===== src/rtl/sprite_comp_pkg.sv =====
// Shared constants and helpers for the sprite layer compositor.
//
// Contents:
//   PIPE_LAT          - stream latency of the compositor in clock cycles
//   DEFAULT_RGB_W     - default colour width per channel
//   lsi_t             - result of a lowest-set-bit search (found flag + index)
//   lowest_set_index  - priority search over a 64-bit vector, bit 0 wins
package sprite_comp_pkg;

    localparam int PIPE_LAT      = 3;
    localparam int DEFAULT_RGB_W = 3;

    typedef struct packed {
        logic       found;
        logic [5:0] idx;
    } lsi_t;

    // Scans from the top down so the last hit written is the lowest index.
    function automatic lsi_t lowest_set_index(input logic [63:0] vec);
        lsi_t r;
        r.found = 1'b0;
        r.idx   = '0;
        for (int i = 63; i >= 0; i--) begin
            if (vec[i]) begin
                r.found = 1'b1;
                r.idx   = 6'(i);
            end
        end
        return r;
    endfunction

endpackage


===== src/rtl/sprite_group_prio.sv =====
// One priority group of the compositor: picks the lowest-indexed drawing
// channel inside the group and registers its colour plus a group-hit flag.
//
// Ports:
//   clk_i    - pixel clock
//   reset_i  - synchronous active-high reset
//   d_i      - per-channel draw request (valid & active), bit 0 highest priority
//   rgb_i    - per-channel colour, channel i at [i*RGB_W +: RGB_W]
//   rgb_o    - registered colour of the group winner (0 when nobody draws)
//   any_o    - registered flag: some channel of the group draws
module sprite_group_prio
    import sprite_comp_pkg::*;
#(
    parameter int GROUP = 8,
    parameter int RGB_W = DEFAULT_RGB_W
) (
    input  logic                   clk_i,
    input  logic                   reset_i,
    input  logic [GROUP-1:0]       d_i,
    input  logic [GROUP*RGB_W-1:0] rgb_i,
    output logic [RGB_W-1:0]       rgb_o,
    output logic                   any_o
);

    logic [63:0]      vec;
    lsi_t             win;
    logic [RGB_W-1:0] rgb_d;
    logic [RGB_W-1:0] rgb_q;
    logic             any_d;
    logic             any_q;

    // Find the winning channel and mux out its colour. The mux is written
    // as a compare loop so the select never indexes past the group.
    always_comb begin
        vec            = '0;
        vec[GROUP-1:0] = d_i;
        win            = lowest_set_index(vec);
        any_d          = win.found;
        rgb_d          = '0;
        for (int i = 0; i < GROUP; i++) begin
            if (win.found && (int'(win.idx) == i)) begin
                rgb_d = rgb_i[i*RGB_W +: RGB_W];
            end
        end
    end

    // Stage-2 group registers.
    always_ff @(posedge clk_i) begin
        if (reset_i) begin
            rgb_q <= '0;
            any_q <= 1'b0;
        end else begin
            rgb_q <= rgb_d;
            any_q <= any_d;
        end
    end

    assign rgb_o = rgb_q;
    assign any_o = any_q;

endmodule


===== src/rtl/sprite_layer_compositor.sv =====
// Pipelined sprite compositor: merges CH_COUNT sprite channels into one
// pixel stream (lowest channel index wins), keeps video_on/hsync/vsync
// aligned with the colour (3-cycle latency), and gathers per-channel
// class A vs class B collisions over a frame, publishing them once per frame.
//
// Ports:
//   clk25, reset                     - pixel clock, synchronous active-high reset
//   ch_valid_flat, ch_active_flat    - per-channel box hit and alive flags
//   ch_rgb_flat                      - per-channel colour, channel i at [i*RGB_W +: RGB_W]
//   video_on_in, hsync_in, vsync_in  - timing from the VGA controller
//   coll_clear                       - clears published flags and the accumulator
//   rgb_out, draw_out                - composited colour, some channel drew
//   video_on_out, hsync_out, vsync_out - timing delayed to match rgb_out
//   coll_flags, coll_any             - collisions of the last completed frame
//   frame_tick                       - one-cycle pulse when coll_flags update
module sprite_layer_compositor
    import sprite_comp_pkg::*;
#(
    parameter int               CH_COUNT     = 32,
    parameter int               RGB_W        = DEFAULT_RGB_W,
    parameter int               GROUP        = 8,
    parameter logic [63:0]      CLASS_A_MASK = 64'h0000_0000_0000_01FF,
    parameter logic [63:0]      CLASS_B_MASK = 64'h0000_0000_FFFF_FE00,
    parameter logic [RGB_W-1:0] BG_RGB       = '0,
    parameter logic             SYNC_ACTIVE  = 1'b0
) (
    input  logic                      clk25,
    input  logic                      reset,
    input  logic [CH_COUNT-1:0]       ch_valid_flat,
    input  logic [CH_COUNT-1:0]       ch_active_flat,
    input  logic [CH_COUNT*RGB_W-1:0] ch_rgb_flat,
    input  logic                      video_on_in,
    input  logic                      hsync_in,
    input  logic                      vsync_in,
    input  logic                      coll_clear,
    output logic [RGB_W-1:0]          rgb_out,
    output logic                      draw_out,
    output logic                      video_on_out,
    output logic                      hsync_out,
    output logic                      vsync_out,
    output logic [CH_COUNT-1:0]       coll_flags,
    output logic                      coll_any,
    output logic                      frame_tick
);

    localparam int N_GRP = (CH_COUNT + GROUP - 1) / GROUP;
    localparam int PAD_W = N_GRP * GROUP;

    // A channel listed in both masks is treated as class A only.
    localparam logic [CH_COUNT-1:0] IS_A = CLASS_A_MASK[CH_COUNT-1:0];
    localparam logic [CH_COUNT-1:0] IS_B = CLASS_B_MASK[CH_COUNT-1:0] & ~IS_A;

    localparam logic SYNC_IDLE = ~SYNC_ACTIVE;

    // Stage 1 registers
    logic [CH_COUNT-1:0]       d1_q;
    logic [CH_COUNT*RGB_W-1:0] rgb1_q;
    logic                      vid1_q, hs1_q, vs1_q;

    // Stage 2 registers (group winners live inside sprite_group_prio)
    logic [CH_COUNT-1:0]       d2_q;
    logic                      a_any2_q, b_any2_q;
    logic                      vid2_q, hs2_q, vs2_q;
    logic [PAD_W-1:0]          d_pad;
    logic [PAD_W*RGB_W-1:0]    rgb_pad;
    logic [N_GRP*RGB_W-1:0]    grp_rgb;
    logic [N_GRP-1:0]          grp_any;

    // Stage 3 registers and next-state
    logic [RGB_W-1:0]          rgb_d, rgb_q;
    logic                      draw_d, draw_q;
    logic                      vid3_q, hs3_q, vs3_q;
    logic [CH_COUNT-1:0]       cp;
    logic                      boundary;
    logic [CH_COUNT-1:0]       acc_d, acc_q;
    logic [CH_COUNT-1:0]       flags_d, flags_q;
    logic                      any_q;
    logic                      tick_q;

    // Stage 1: capture the per-channel draw requests, colours and timing.
    always_ff @(posedge clk25) begin
        if (reset) begin
            d1_q   <= '0;
            rgb1_q <= '0;
            vid1_q <= 1'b0;
            hs1_q  <= SYNC_IDLE;
            vs1_q  <= SYNC_IDLE;
        end else begin
            d1_q   <= ch_valid_flat & ch_active_flat;
            rgb1_q <= ch_rgb_flat;
            vid1_q <= video_on_in;
            hs1_q  <= hsync_in;
            vs1_q  <= vsync_in;
        end
    end

    // Pad the channel vectors to whole groups; the missing channels of a
    // partial last group never draw.
    always_comb begin
        d_pad                        = '0;
        rgb_pad                      = '0;
        d_pad[CH_COUNT-1:0]          = d1_q;
        rgb_pad[CH_COUNT*RGB_W-1:0]  = rgb1_q;
    end

    for (genvar g = 0; g < N_GRP; g++) begin : g_grp
        sprite_group_prio #(
            .GROUP (GROUP),
            .RGB_W (RGB_W)
        ) u_prio (
            .clk_i   (clk25),
            .reset_i (reset),
            .d_i     (d_pad[g*GROUP +: GROUP]),
            .rgb_i   (rgb_pad[g*GROUP*RGB_W +: GROUP*RGB_W]),
            .rgb_o   (grp_rgb[g*RGB_W +: RGB_W]),
            .any_o   (grp_any[g])
        );
    end

    // Stage 2: delay the draw vector and timing, and summarise which
    // classes are present on this pixel for the collision check.
    always_ff @(posedge clk25) begin
        if (reset) begin
            d2_q     <= '0;
            a_any2_q <= 1'b0;
            b_any2_q <= 1'b0;
            vid2_q   <= 1'b0;
            hs2_q    <= SYNC_IDLE;
            vs2_q    <= SYNC_IDLE;
        end else begin
            d2_q     <= d1_q;
            a_any2_q <= |(d1_q & IS_A);
            b_any2_q <= |(d1_q & IS_B);
            vid2_q   <= vid1_q;
            hs2_q    <= hs1_q;
            vs2_q    <= vs1_q;
        end
    end

    // Stage 3 colour: the lowest group with a hit wins, background otherwise,
    // and blanking forces black.
    always_comb begin
        rgb_d = BG_RGB;
        for (int g = N_GRP - 1; g >= 0; g--) begin
            if (grp_any[g]) begin
                rgb_d = grp_rgb[g*RGB_W +: RGB_W];
            end
        end
        if (!vid2_q) begin
            rgb_d = '0;
        end
        draw_d = (|grp_any) & vid2_q;
    end

    // Collision bookkeeping. A channel collides when it draws and the opposite
    // class also draws on the same visible pixel. The frame boundary is the
    // entry of the stage-3 vsync into its active level; that pixel's own
    // collisions still belong to the frame being published.
    always_comb begin
        cp = '0;
        if (vid2_q) begin
            cp = d2_q & ((IS_A & {CH_COUNT{b_any2_q}}) | (IS_B & {CH_COUNT{a_any2_q}}));
        end
        boundary = (vs2_q == SYNC_ACTIVE) && (vs3_q != SYNC_ACTIVE);
        flags_d  = flags_q;
        acc_d    = acc_q | cp;
        if (coll_clear) begin
            flags_d = '0;
            acc_d   = '0;
        end else if (boundary) begin
            flags_d = acc_q | cp;
            acc_d   = '0;
        end
    end

    // Stage 3 registers: stream outputs plus the collision state.
    always_ff @(posedge clk25) begin
        if (reset) begin
            rgb_q   <= '0;
            draw_q  <= 1'b0;
            vid3_q  <= 1'b0;
            hs3_q   <= SYNC_IDLE;
            vs3_q   <= SYNC_IDLE;
            acc_q   <= '0;
            flags_q <= '0;
            any_q   <= 1'b0;
            tick_q  <= 1'b0;
        end else begin
            rgb_q   <= rgb_d;
            draw_q  <= draw_d;
            vid3_q  <= vid2_q;
            hs3_q   <= hs2_q;
            vs3_q   <= vs2_q;
            acc_q   <= acc_d;
            flags_q <= flags_d;
            any_q   <= |flags_d;
            tick_q  <= boundary;
        end
    end

    assign rgb_out      = rgb_q;
    assign draw_out     = draw_q;
    assign video_on_out = vid3_q;
    assign hsync_out    = hs3_q;
    assign vsync_out    = vs3_q;
    assign coll_flags   = flags_q;
    assign coll_any     = any_q;
    assign frame_tick   = tick_q;

endmodule


===== config.mk =====
export PLATFORM = sky130hd
export DESIGN_NAME = sprite_layer_compositor
export DESIGN_NICKNAME = d
export VERILOG_FILES = /design/src/rtl/sprite_comp_pkg.sv /design/src/rtl/sprite_group_prio.sv /design/src/rtl/sprite_layer_compositor.sv
export SDC_FILE = /design/constraint.sdc
export NUM_CORES = 1
export LEC_CHECK = 0
export BUFFER_PORTS_ARGS = -buffer_cell sky130_fd_sc_hd__buf_2
export CORE_MARGIN = 2
export CORE_UTILIZATION = 48
export CTS_CLUSTER_DIAMETER = 150
export CTS_CLUSTER_SIZE = 14
export DETAILED_ROUTE_END_ITERATION = 12
export PLACE_DENSITY = 0.76
export SKIP_CTS_REPAIR_TIMING = 1
export SYNTH_ARGS = -nofsm -noshare
export SYNTH_HDL_FRONTEND = slang
export SYNTH_SLANG_ARGS = --single-unit

===== constraint.sdc =====
create_clock -name clk25 -period 1.64 [get_ports clk25]
set_input_delay 0.082 -clock clk25 [delete_from_list [all_inputs] [get_ports clk25]]
set_output_delay 0.082 -clock clk25 [all_outputs]
set_load 0.02 [all_outputs]

== Yosys cells after proc, flatten, opt, wreduce, memory -nomap -nowiden ==
Index checks and enable logic that the tools add are counted.

* Magnitude comparators: 0
* Shift-type cells: 0
* Multiplexer cells: 71
* Divide/modulo/power cells: 0
* Eq/ne operators: 28
* Bitwise operators: 7
* $add $sub $neg: 0
* Reductions and logical operators: 43
* $mul: 0

{| class="wikitable"
|+ Operators by type and width
! kind !! count
|-
| two-way mux 7 bit || 32
|-
| two-way mux 3 bit || 36
|-
| equality test 6 x 4 -> 1 bit, second input constant || 16
|-
| two-way mux 32 bit || 3
|-
| AND 32 bit || 2
|-
| equality test 6 x 3 -> 1 bit, second input constant || 8
|-
| logical AND 1 bit || 33
|-
| OR 32 bit || 1
|-
| OR 9 x 32 -> 32 bit || 1
|-
| OR reduction 32 bit || 1
|-
| equality test 6 x 2 -> 1 bit, second input constant || 4
|-
| zero test 6 bit || 4
|-
| OR reduction 23 bit || 1
|-
| OR reduction 9 bit || 1
|-
| OR reduction 4 bit || 1
|-
| OR reduction 3 bit || 1
|-
| inverter 1 bit || 2
|-
| OR reduction 2 bit || 1
|-
| AND 1 bit || 1
|}

* ROM bits: 0
* Word-level logic and storage cells: 177
* Latch bits: 0
* Bits in registers: 257
* Memories: 0
* Input bits: 166
* Output and inout port bits: 41
* Memory bits (writable): 0

== Logic depth before layout (Yosys ltp) ==
* Depth in word-level cells: 18
* Depth in mapped cells: 7
* Mapped depth without buffers: 6

== Cells and area by module ==
A second synthesis with hierarchy kept.

* Cell total of the unflattened synthesis: 889
* Area, all modules: 8853.5 µm²

{| class="wikitable"
|+ Modules (own cells, without submodules)
! module !! times used !! area an instance (µm²) !! sequential area each (µm²) !! cells each
|-
| sprite_layer_compositor || 1 || 7267.0 || 4824.6 || 697
|-
| sprite_group_prio || 4 || 396.6 || 80.1 || 48
|}

== Least setup slack after synthesis ==
OpenSTA, ideal clock, no wires.

* Path kind: reg2reg
* Start: register vs3_q, in the netlist vsync_out
* End: register flags_q[16], in the netlist coll_flags[16]
* Stages on the path, launching flop included: 7
* Arrival: 1.518 ns
* Clock period less this slack: 1.603 ns
* Path slack: 0.037 ns
* Library setup time: 0.086 ns
* Path through: dfxtp_1 nor2b_1 buf_2 buf_1 buf_2 nor2_1 a211oi_1

* Cells in the longest elaborated chain, start to end: 3

{| class="wikitable"
|+ Ends and longest elaborated chain
! what !! line !! source
|-
| start: declaration || sprite_layer_compositor.sv:72 || <nowiki>logic vid3_q, hs3_q, vs3_q;</nowiki>
|-
| start signal: assignment || sprite_layer_compositor.sv:193 || <nowiki>vs3_q <= vs2_q;</nowiki>
|-
| logical AND 1 bit || sprite_layer_compositor.sv:164 || <nowiki>boundary = (vs2_q == SYNC_ACTIVE) && (vs3_q != SYNC_ACTIVE);</nowiki>
|-
| two-way mux 32 bit || sprite_layer_compositor.sv:170 || <nowiki>end else if (boundary) begin</nowiki>
|-
| two-way mux 32 bit || sprite_layer_compositor.sv:167 || <nowiki>if (coll_clear) begin</nowiki>
|-
| end signal: assignment || sprite_layer_compositor.sv:195 || <nowiki>flags_q <= flags_d;</nowiki>
|-
| end: declaration || sprite_layer_compositor.sv:76 || <nowiki>logic [CH_COUNT-1:0] flags_d, flags_q;</nowiki>
|}

No other way between the ends.
A chain may end at the register's enable or synchronous reset.

== Worst setup path in the final report ==
* Start: register d2_q[3]
* End: register any_q, in the netlist coll_any

* Cells in the longest elaborated chain, start to end: 6

{| class="wikitable"
|+ Ends and longest elaborated chain
! what !! line !! source
|-
| start: declaration || sprite_layer_compositor.sv:61 || <nowiki>logic [CH_COUNT-1:0] d2_q;</nowiki>
|-
| start signal: assignment || sprite_layer_compositor.sv:131 || <nowiki>d2_q <= d1_q;</nowiki>
|-
| AND 32 bit || sprite_layer_compositor.sv:162 || <nowiki>cp = d2_q & ((IS_A & {CH_COUNT{b_any2_q}}) | (IS_B & {CH_COUNT{a_any2_q}}));</nowiki>
|-
| two-way mux 32 bit || sprite_layer_compositor.sv:161 || <nowiki>if (vid2_q) begin</nowiki>
|-
| OR 32 bit || sprite_layer_compositor.sv:171 || <nowiki>flags_d = acc_q | cp;</nowiki>
|-
| two-way mux 32 bit || sprite_layer_compositor.sv:170 ||
|-
| two-way mux 32 bit || sprite_layer_compositor.sv:167 ||
|-
| OR reduction 32 bit || sprite_layer_compositor.sv:196 || <nowiki>any_q <= |flags_d;</nowiki>
|-
| end signal: assignment || sprite_layer_compositor.sv:196 ||
|-
| end: declaration || sprite_layer_compositor.sv:77 || <nowiki>logic any_q;</nowiki>
|}

No other way between the ends.

==> results.cfg <==
[yosys]
synth_flop_cell = dfxtp_1
ys_ff_latch = 257
postSynthNetCount = 1076
post_synth_num_cell_types = 50
ys_seq_area_share_pct = 58.9
synth_edf_count = 0
async_flop_share_pct = 0
avgSynthCellArea_um2 = 9.59
yosysWarnings = 0
syn_area_um2 = 8730
syn_inst = 910

[clock_network]
cts.clk_slew.worst_paths_ns = 0.06
cts_buffer_depth = 3
root_buffer = clkbuf_16
htreeDepth = 1
cts_sinks = 257
numCtsBuffers = 22
cts_tree = yes
insertion_delay_ns = 0.50

[power]
leakage_nw = 5.35
finalPower_mw = 12.6
ir_drop_mv = 0.706
p_per_area_nw_per_um2 = 995

[worst_setup_path]
rr_worst_depth = 5
r2r_slack_ns = -0.09
critical_path.startpoint = d2_q[3]
r2r-start = d2_q[3]
critical_path_arrival_ns = 2.08
cp_max_fo = 2
worst_r2r_endpoint = coll_any
cp-end-kind = flip-flop
required_ns = 1.99
crit_type = reg2reg
crit_end = coll_any
startpoint_type = flip-flop

[floorplan]
start_util_pct = 48.8
rows = 49
pin_count = 207
die_w_um = 139
die_area_um2 = 19300
core_region_area_um2 = 17900
die_h_um = 139

[sta]
timing.final.crit_share_pct = 105
rsz0062_at_grt = yes
finalClockSkew_ns = 0.0112
finalWorstSetupSlack_ns = -0.0897
tightestPinTransition_ns = 0.774
report.final.slew_viol_count = 0
max_freq_mhz = 578
setup_viol = 1
hold_viol = 0
max_slew_margin_pct = 47.1
layout_min_cycle_time_ns = 1.73

[detailed_routing]
wl_um = 26200
drt_first_iter_violations = 472
routedWlPerCell_um = 16.9
ant_nets = 0
drc = 0
via_per_inst = 5.13
first_pass_iters = 5
vias = 7930

[status]
status = finished with violations
violations = negative setup slack

[global_routing]
grt_use_total_pct = 20.0
grt_antenna_before_repair = 0
first_global_vias = 6577
grt_pass1_wl_um = 31800
overflow = 0
grt_max_degree = 80

[hold_path]
hold_class = in2reg

[cells_and_area]
drive_gt1_share_pct = 25.3
instances_no_fill = 1546
diodes = 0
fin_nets = 1483
area_delta_synth_final_pct = 45.5

[job]
drv_cap = 0

[placed_design]
gp_routability_congestion = 0.861
dp_hpwl_um = 15300
dp_cells = 1350
io_buffer_count = 206
final cells by class:
| class | count | area [um2] |
|---|---|---|
| fillers | 1237 | 5200 |
| flip-flops and latches | 257 | 5160 |
| multi-input cells | 590 | 3430 |
| repair buffers | 435 | 3200 |
| clock buffers | 23 | 576 |
| well taps | 229 | 287 |
| inverters | 11 | 41.3 |
| clock inverters | 1 | 11.3 |
power breakdown:
group,switching (mW),leakage [nW],total (mW),internal (mW)
logic,0.634,2.95,1.41,0.780
clock network,2.12,0.289,4.60,2.48
registers,0.142,2.12,6.63,6.49
cell usage in the layout, fill, tap and decap left out, drive strengths merged, types with 2 or more instances in the layout:
cell / synthesis / routed
buf: 13 / 266
dfxtp: 257 / 257
dlygate4sd3: 0 / 169
nor2: 137 / 137
nor2b: 132 / 132
a21oi: 67 / 67
nand2: 52 / 52
a211oi: 34 / 34
o21ai: 25 / 25
clkbuf: 39 / 23
nor3: 20 / 20
nor4: 16 / 16
inv: 11 / 12
mux2i: 11 / 11
nand2b: 9 / 9
or2: 9 / 9
a31oi: 9 / 9
a221o: 9 / 9
nand3: 8 / 8
a221oi: 8 / 8
or4: 5 / 5
o211ai: 4 / 4
a2111oi: 3 / 3
and2: 3 / 3
a22oi: 3 / 3
o221ai: 3 / 3
a22o: 3 / 3
o21bai: 3 / 3
or3: 3 / 3
mux2: 2 / 2
nand4: 2 / 2
o31ai: 2 / 2
through the flow:
stage | TNS, ns | utilization (%) | setup WS [ns] | cell area [um2] | hold slack [ns]
detailed placement | -0.317 | 57.5 | -0.119 | 10300 | 0.269
global route | -0.439 | 71.0 | -0.175 | 12700 | 0.243
global placement | -0.0828 | 57.5 | -0.0561 | 10300 | 0.269
floorplan | 0 | - | 0.0365 | 8730 | 0.186
finish | -0.0897 | 71.0 | -0.0897 | 12700 | 0.213
CTS | -0.425 | 60.8 | -0.128 | 10900 | -0.250
worst max-delay path, stage by stage (launching register included):
cell	delay [ns]
dfxtp_1	0.31
or4_1	0.53
o211ai_1	0.18
nand3_1	0.12
nor4_2	0.29
a41oi_1	0.15
logic make-up (layout without fill, tap and decap cells):
| kind of cell | after synthesis | count (layout) | synth area share, % |
|---|---|---|---|
| buffers and inverters | 63 | 470 | 2.92 |
| AND/OR/NAND/NOR | 400 | 400 | 23.5 |
| flip-flops | 257 | 257 | 58.9 |
| multiplexers | 13 | 13 | 1.52 |
| AO/OA/AOI/OAI | 177 | 177 | 13.1 |
how the worst min path moves through the flow:
stage | from | to | depth (start not counted)
after floorplan | hsync_in | hs1_q | 1
after global placement | hsync_in | hs1_q | 2
after detailed placement | hsync_in | hs1_q | 2
after CTS | vsync_in | vs1_q | 2
after global routing | coll_clear | coll_flags[16] | 4
final | coll_clear | coll_flags[29] | 4
registers in the layout (all words and copies together) (netlist names), 3 cells and up:
register and flops:
g_grp.u_prio.rgb_o 12, d1_q 32, rgb_out 3, coll_flags 32, acc_q 32, rgb1_q 96, d2_q 32, g_grp.u_prio.any_o 4
Yosys cell counts (9+ instances only):
library cell / count / area (um2)
a211oi_1: 34 / 255
a21oi_1: 67 / 335
a31oi_1: 9 / 56.3
clkbuf_1: 37 / 139
dfxtp_1: 257 / 5140
inv_1: 11 / 41.3
mux2i_1: 11 / 110
nand2_1: 52 / 195
nand2b_1: 9 / 56.3
nor2_1: 135 / 507
nor2b_1: 132 / 826
nor3_1: 19 / 95.1
nor4_1: 14 / 87.6
o21ai_0: 24 / 120
or2_2: 9 / 56.3
routing by layer:
| layer | vias up | wire [um] | track usage, % | share of wire [%] |
|---|---|---|---|---|
| met5 | - | 0 | 0 | 0 |
| met4 | 0 | 996 | 6.49 | 3.8 |
| met3 | 79 | 1490 | 3.52 | 5.7 |
| met2 | 335 | 13100 | 33.7 | 50 |
| met1 | 3624 | 10600 | 26.3 | 41 |
| li1 | 3892 | - | - | - |
Note: power is estimated with default switching activity, not from simulation.
